===== src/rtl/pwm_pkg.sv =====
// pwm_pkg: shared types for the multi-channel PWM generator
package pwm_pkg;
    typedef enum logic {PWM_EDGE, PWM_CENTER} pwm_mode_t;
    typedef enum logic {DIR_UP, DIR_DOWN} pwm_dir_t;
endpackage


===== src/rtl/pwm_counter.sv =====
// pwm_counter: prescaler, shared up/up-down counter and period boundary detection
module pwm_counter
    import pwm_pkg::*;
#(
    parameter int WIDTH = 8,
    parameter int DIV_W = 8
) (
    input  logic             clk,
    input  logic             rst,
    input  logic             en,
    input  pwm_mode_t        mode,
    input  logic [DIV_W-1:0] div,
    output logic [WIDTH-1:0] cnt,
    output logic             tick,
    output logic             boundary
);
    localparam logic [WIDTH-1:0] MAX = '1;

    logic [DIV_W-1:0] pre_cnt;
    pwm_dir_t         dir;
    logic             en_d;
    logic             wrap;

    // a boundary is the last tick of a period, or the first enabled cycle after idle
    always_comb begin
        tick     = en && pre_cnt == div;
        wrap     = mode == PWM_EDGE ? cnt == MAX : cnt == '0 && dir == DIR_DOWN;
        boundary = en && (!en_d || (tick && wrap));
    end

    // remembers last cycle's enable to spot the idle-to-run transition
    always_ff @(posedge clk) begin
        en_d <= !rst && en;
    end

    // center mode holds MAX for one extra tick while turning around, giving 2**(WIDTH+1) ticks
    always_ff @(posedge clk) begin
        if (rst || !en || boundary) begin
            cnt     <= '0;
            dir     <= DIR_UP;
            pre_cnt <= '0;
        end else if (tick) begin
            pre_cnt <= '0;
            if (mode == PWM_CENTER && dir == DIR_DOWN)
                cnt <= cnt - 1'b1;
            else if (mode == PWM_CENTER && cnt == MAX)
                dir <= DIR_DOWN;
            else
                cnt <= cnt + 1'b1;
        end else begin
            pre_cnt <= pre_cnt + 1'b1;
        end
    end
endmodule


===== src/rtl/pwm_multi.sv =====
// pwm_multi: multi-channel PWM with double-buffered duty, mode and prescale updates
module pwm_multi
    import pwm_pkg::*;
#(
    parameter int WIDTH    = 8,
    parameter int CHANNELS = 4,
    parameter int DIV_W    = 8
) (
    input  logic                      clk,
    input  logic                      rst,
    input  logic                      en,
    input  pwm_mode_t                 mode,
    input  logic [DIV_W-1:0]          div,
    input  logic [CHANNELS*WIDTH-1:0] duty_in,
    input  logic                      duty_valid,
    output logic                      duty_ready,
    output logic [CHANNELS-1:0]       pwm_out,
    output logic                      period_start
);
    logic [CHANNELS*WIDTH-1:0] shadow;
    logic [CHANNELS*WIDTH-1:0] duty_act;
    logic                      pending;
    pwm_mode_t                 mode_act;
    logic [DIV_W-1:0]          div_act;
    logic [WIDTH-1:0]          cnt;
    logic                      tick;
    logic                      boundary;
    logic                      accept;

    pwm_counter #(.WIDTH(WIDTH), .DIV_W(DIV_W)) u_cnt (
        .clk      (clk),
        .rst      (rst),
        .en       (en),
        .mode     (mode_act),
        .div      (div_act),
        .cnt      (cnt),
        .tick     (tick),
        .boundary (boundary)
    );

    // the prescaler never ticks while the block is idle
    assert property (@(posedge clk) tick |-> en);

    // shadow is free only when nothing awaits commit
    always_comb begin
        duty_ready = !pending && !rst;
        accept     = duty_valid && duty_ready;
    end

    // commit happens before accept can refill the shadow, so a same-cycle accept waits a full period
    always_ff @(posedge clk) begin
        if (rst) begin
            shadow       <= '0;
            duty_act     <= '0;
            pending      <= 1'b0;
            mode_act     <= PWM_EDGE;
            div_act      <= '0;
            pwm_out      <= '0;
            period_start <= 1'b0;
        end else begin
            if (boundary) begin
                mode_act <= mode;
                div_act  <= div;
            end
            if (boundary && pending)
                duty_act <= shadow;
            if (accept)
                shadow <= duty_in;
            pending      <= accept || (pending && !boundary);
            period_start <= boundary;
            for (int i = 0; i < CHANNELS; i++)
                pwm_out[i] <= en && cnt < duty_act[i*WIDTH +: WIDTH];
        end
    end
endmodule

===== config.mk =====
export PLATFORM = sky130hd
export DESIGN_NAME = pwm_multi
export DESIGN_NICKNAME = d
export VERILOG_FILES = /design/src/rtl/pwm_pkg.sv /design/src/rtl/pwm_counter.sv /design/src/rtl/pwm_multi.sv
export SDC_FILE = /design/constraint.sdc
export NUM_CORES = 1
export LEC_CHECK = 0
export CAP_MARGIN = 20
export CORE_MARGIN = 4
export CORE_UTILIZATION = 23
export CTS_BUF_LIST = sky130_fd_sc_hd__clkbuf_16
export DETAILED_ROUTE_END_ITERATION = 7
export PLACE_DENSITY = 0.4
export SYNTH_ARGS = -nofsm -noshare
export SYNTH_HDL_FRONTEND = slang
export SYNTH_SLANG_ARGS = --single-unit

===== constraint.sdc =====
create_clock -name clk -period 2.87 [get_ports clk]
set_clock_uncertainty 0.2 [all_clocks]
set_input_delay 0.287 -clock clk [delete_from_list [all_inputs] [get_ports clk]]
set_output_delay 0.287 -clock clk [all_outputs]
set_load 0.01 [all_outputs]

==> impl_metrics.json <==
{
  "outcome": "finished, final reports clean",
  "first_iter_violations": 150,
  "clockRootBuffer": "clkbuf_16",
  "crit_arrival_ns": 2.64,
  "hold_viol": 0,
  "hpwlAfterDp_mm": 7.70,
  "synth-async-reset-ratio_pct": 0,
  "grt_antenna_before_repair": 0,
  "clkTransAtPathRegs_ns": 0.07,
  "io_buffer_count": 50,
  "postLayoutCoreUtil_pct": 29.3,
  "maxClockFrequency_mhz": 393,
  "pin_count": 51,
  "p_leak_nw": 2.09,
  "yosysWarningCount": 0,
  "via_per_inst": 4.15,
  "fp-row-count": 51,
  "rr_worst_depth": 9,
  "syn_inst": 523,
  "final_common_cell": "dfxtp_1",
  "yosysUniqueCellTypes": 43,
  "htree_levels": 3,
  "min_from": "rst",
  "stdcell_area_um2": 5800,
  "peakVddDrop_v": 0.000291,
  "syn_nets": 604,
  "die_h_um": 151,
  "grt_first_pass_wirelength_mm": 17.7,
  "avgSynthCellArea_um2": 8.97,
  "synth_edf_count": 0,
  "whs_endpoint": "u_cnt.en_d",
  "clkLatencyLatePin_ns": 0.35,
  "grt_pass1_vias": 3526,
  "cts_resized": 0,
  "yosys.area.top_type": "dfxtp_1",
  "min_period_over_period_pct": 88.5,
  "drive_gt1_share_pct": 5.85,
  "postCtsSetupRepairBufs": 0,
  "numCtsBuffers": 9,
  "cp_max_fo": 7,
  "final_nets": 657,
  "diodes": 0,
  "crit_required_ns": 2.97,
  "ys_seq_area_share_pct": 41.4,
  "mostFrequentLayoutCells": "dfxtp_1, nand2b_1, nor2_1",
  "die-width_um": 151,
  "grt_start_max_net_pins": 50,
  "finalSetupTns_ns": 0,
  "worstSetupPathType": "flop to flop",
  "track_usage_pct": 10.0,
  "cts_sinks": 97,
  "min_path_cells": 3,
  "min_period_ns": 2.54,
  "drt_wl_total_mm": 10.7,
  "startpoint_type": "flop",
  "vias": 3511,
  "cts.path.max_buffers": 2,
  "yosys.area.top_type_share_pct": 41.4,
  "ys_top_cells_by_area": "dfxtp_1, ha_1, mux2i_1",
  "tightest_slew_ns": 0.704,
  "drv_cap": 0,
  "n_fill_cell": 2131,
  "r2r_start": "mode_act",
  "syn_to_final_growth_pct": 23.6,
  "holdCritPathClass": "input port to flop",
  "p_per_area_nw_per_um2": 500,
  "drtAntennaViolNets": 0,
  "end_kind": "flop",
  "reg2reg_slack_ns": 0.33,
  "drv_slew": 0,
  "rsz0062_at_grt": "no",
  "cts_tree": "yes",
  "hold_buffers": 0,
  "finalWeightedCongestion": 0.746,
  "wl_per_cell_um": 12.7,
  "die_area_um2": 22800,
  "drc_errors": 0,
  "synth-main-ff-cell": "dfxtp_1",
  "firstDrtPassIters": 4,
  "slew_headroom_pct": 52.6,
  "start_util_pct": 23.7,
  "synth_area_um2": 4690,
  "setup_viol": 0,
  "post_dp_cell_area_um2": 5510,
  "grt-ovfl-total": 0,
  "r2r-end": "u_cnt.cnt[6]",
  "core_area_um2": 19800,
  "synth_seq_cells": 97
}
## report_power, final
part / leakage [nW] / switching, W / internal (W)
registers: 0.790 / 0.0000348 / 0.00140
clock network: 0.142 / 0.000533 / 0.000667
logic: 1.15 / 0.000120 / 0.000145
## final cells by class
class                      count  area, um^2  share of cell area, %
tap                          265         332                   5.72
sequential                    97        1940                   33.5
inverter                      37         139                   2.39
clock buffer                   9         225                   3.88
timing repair buffer          64         613                   10.6
clock inverter                 7        62.6                   1.08
multi-input combinational    367        2490                   42.9
## worst max-delay path, stage by stage (launching register included)
cell,delay [ns]
dfxtp_1,0.41
nand2_1,0.11
inv_1,0.20
ha_1,0.31
nor2b_1,0.16
o21ai_0,0.22
a21oi_1,0.13
o21a_1,0.19
or4_1,0.47
nand3_1,0.09
## worst max path at each step
stage | startpoint | endpoint | slack, ns | depth (start not counted)
2_1_floorplan | mode_act | u_cnt.cnt[6] | 0.56 | 9
3_3_place_gp | mode_act | u_cnt.cnt[6] | 0.40 | 9
3_5_place_dp | mode_act | u_cnt.cnt[6] | 0.36 | 9
6_report | mode_act | u_cnt.cnt[6] | 0.33 | 9
5_1_grt | mode_act | u_cnt.cnt[6] | 0.12 | 9
4_1_cts | mode_act | u_cnt.cnt[6] | 0.34 | 9
## synth_stat cells (5+ instances only)
| cell | number |
|---|---|
| ha_1 | 35 |
| dfxtp_1 | 97 |
| xor2_1 | 5 |
| o21ai_0 | 37 |
| a21oi_1 | 9 |
| inv_1 | 36 |
| a31oi_1 | 5 |
| nor2_1 | 51 |
| mux2i_1 | 43 |
| a21o_1 | 8 |
| clkbuf_1 | 17 |
| nand2_1 | 43 |
| nand3_1 | 15 |
| nor3_1 | 6 |
| o21bai_1 | 5 |
| xnor2_1 | 12 |
| nand2b_1 | 58 |
## logic make-up after synthesis
kind of cell	count (synthesis)	synth area share [%]
compound gates	80	10.5
xor+xnor	17	3.17
fa+ha+maj	36	9.76
buf+inv	59	5.68
flops	97	41.4
mux	43	9.17
simple gates	191	20.3
## sequential cells by signal (all words and copies together) (netlist names), 4 cells and up
register and count:
div_act 8, duty_act 32, pwm_out 4, shadow 32
u_cnt.cnt 8, u_cnt.pre_cnt 8
## per-layer routing
layer	share of wire (%)	global-route usage [%]	vias up
met4	2.9	5.53	0
met5	0	0	-
met2	44	15.5	42
li1	-	-	1871
met1	50	13.2	1578
met3	2.6	1.80	20
## metrics by stage
step	setup WS, ns	power, W	hold WS, ns	std cells
final	0.329	0.00290	0.130	846
after global routing	0.120	0.00302	0.133	846
after CTS	0.339	0.00295	0.116	846
after detailed placement	0.363	0.00174	0.265	830
after global placement	0.403	0.00174	0.268	830
after floorplan	0.564	0.00162	0.196	523
No activity file was read; power rests on OpenSTA's default activity.
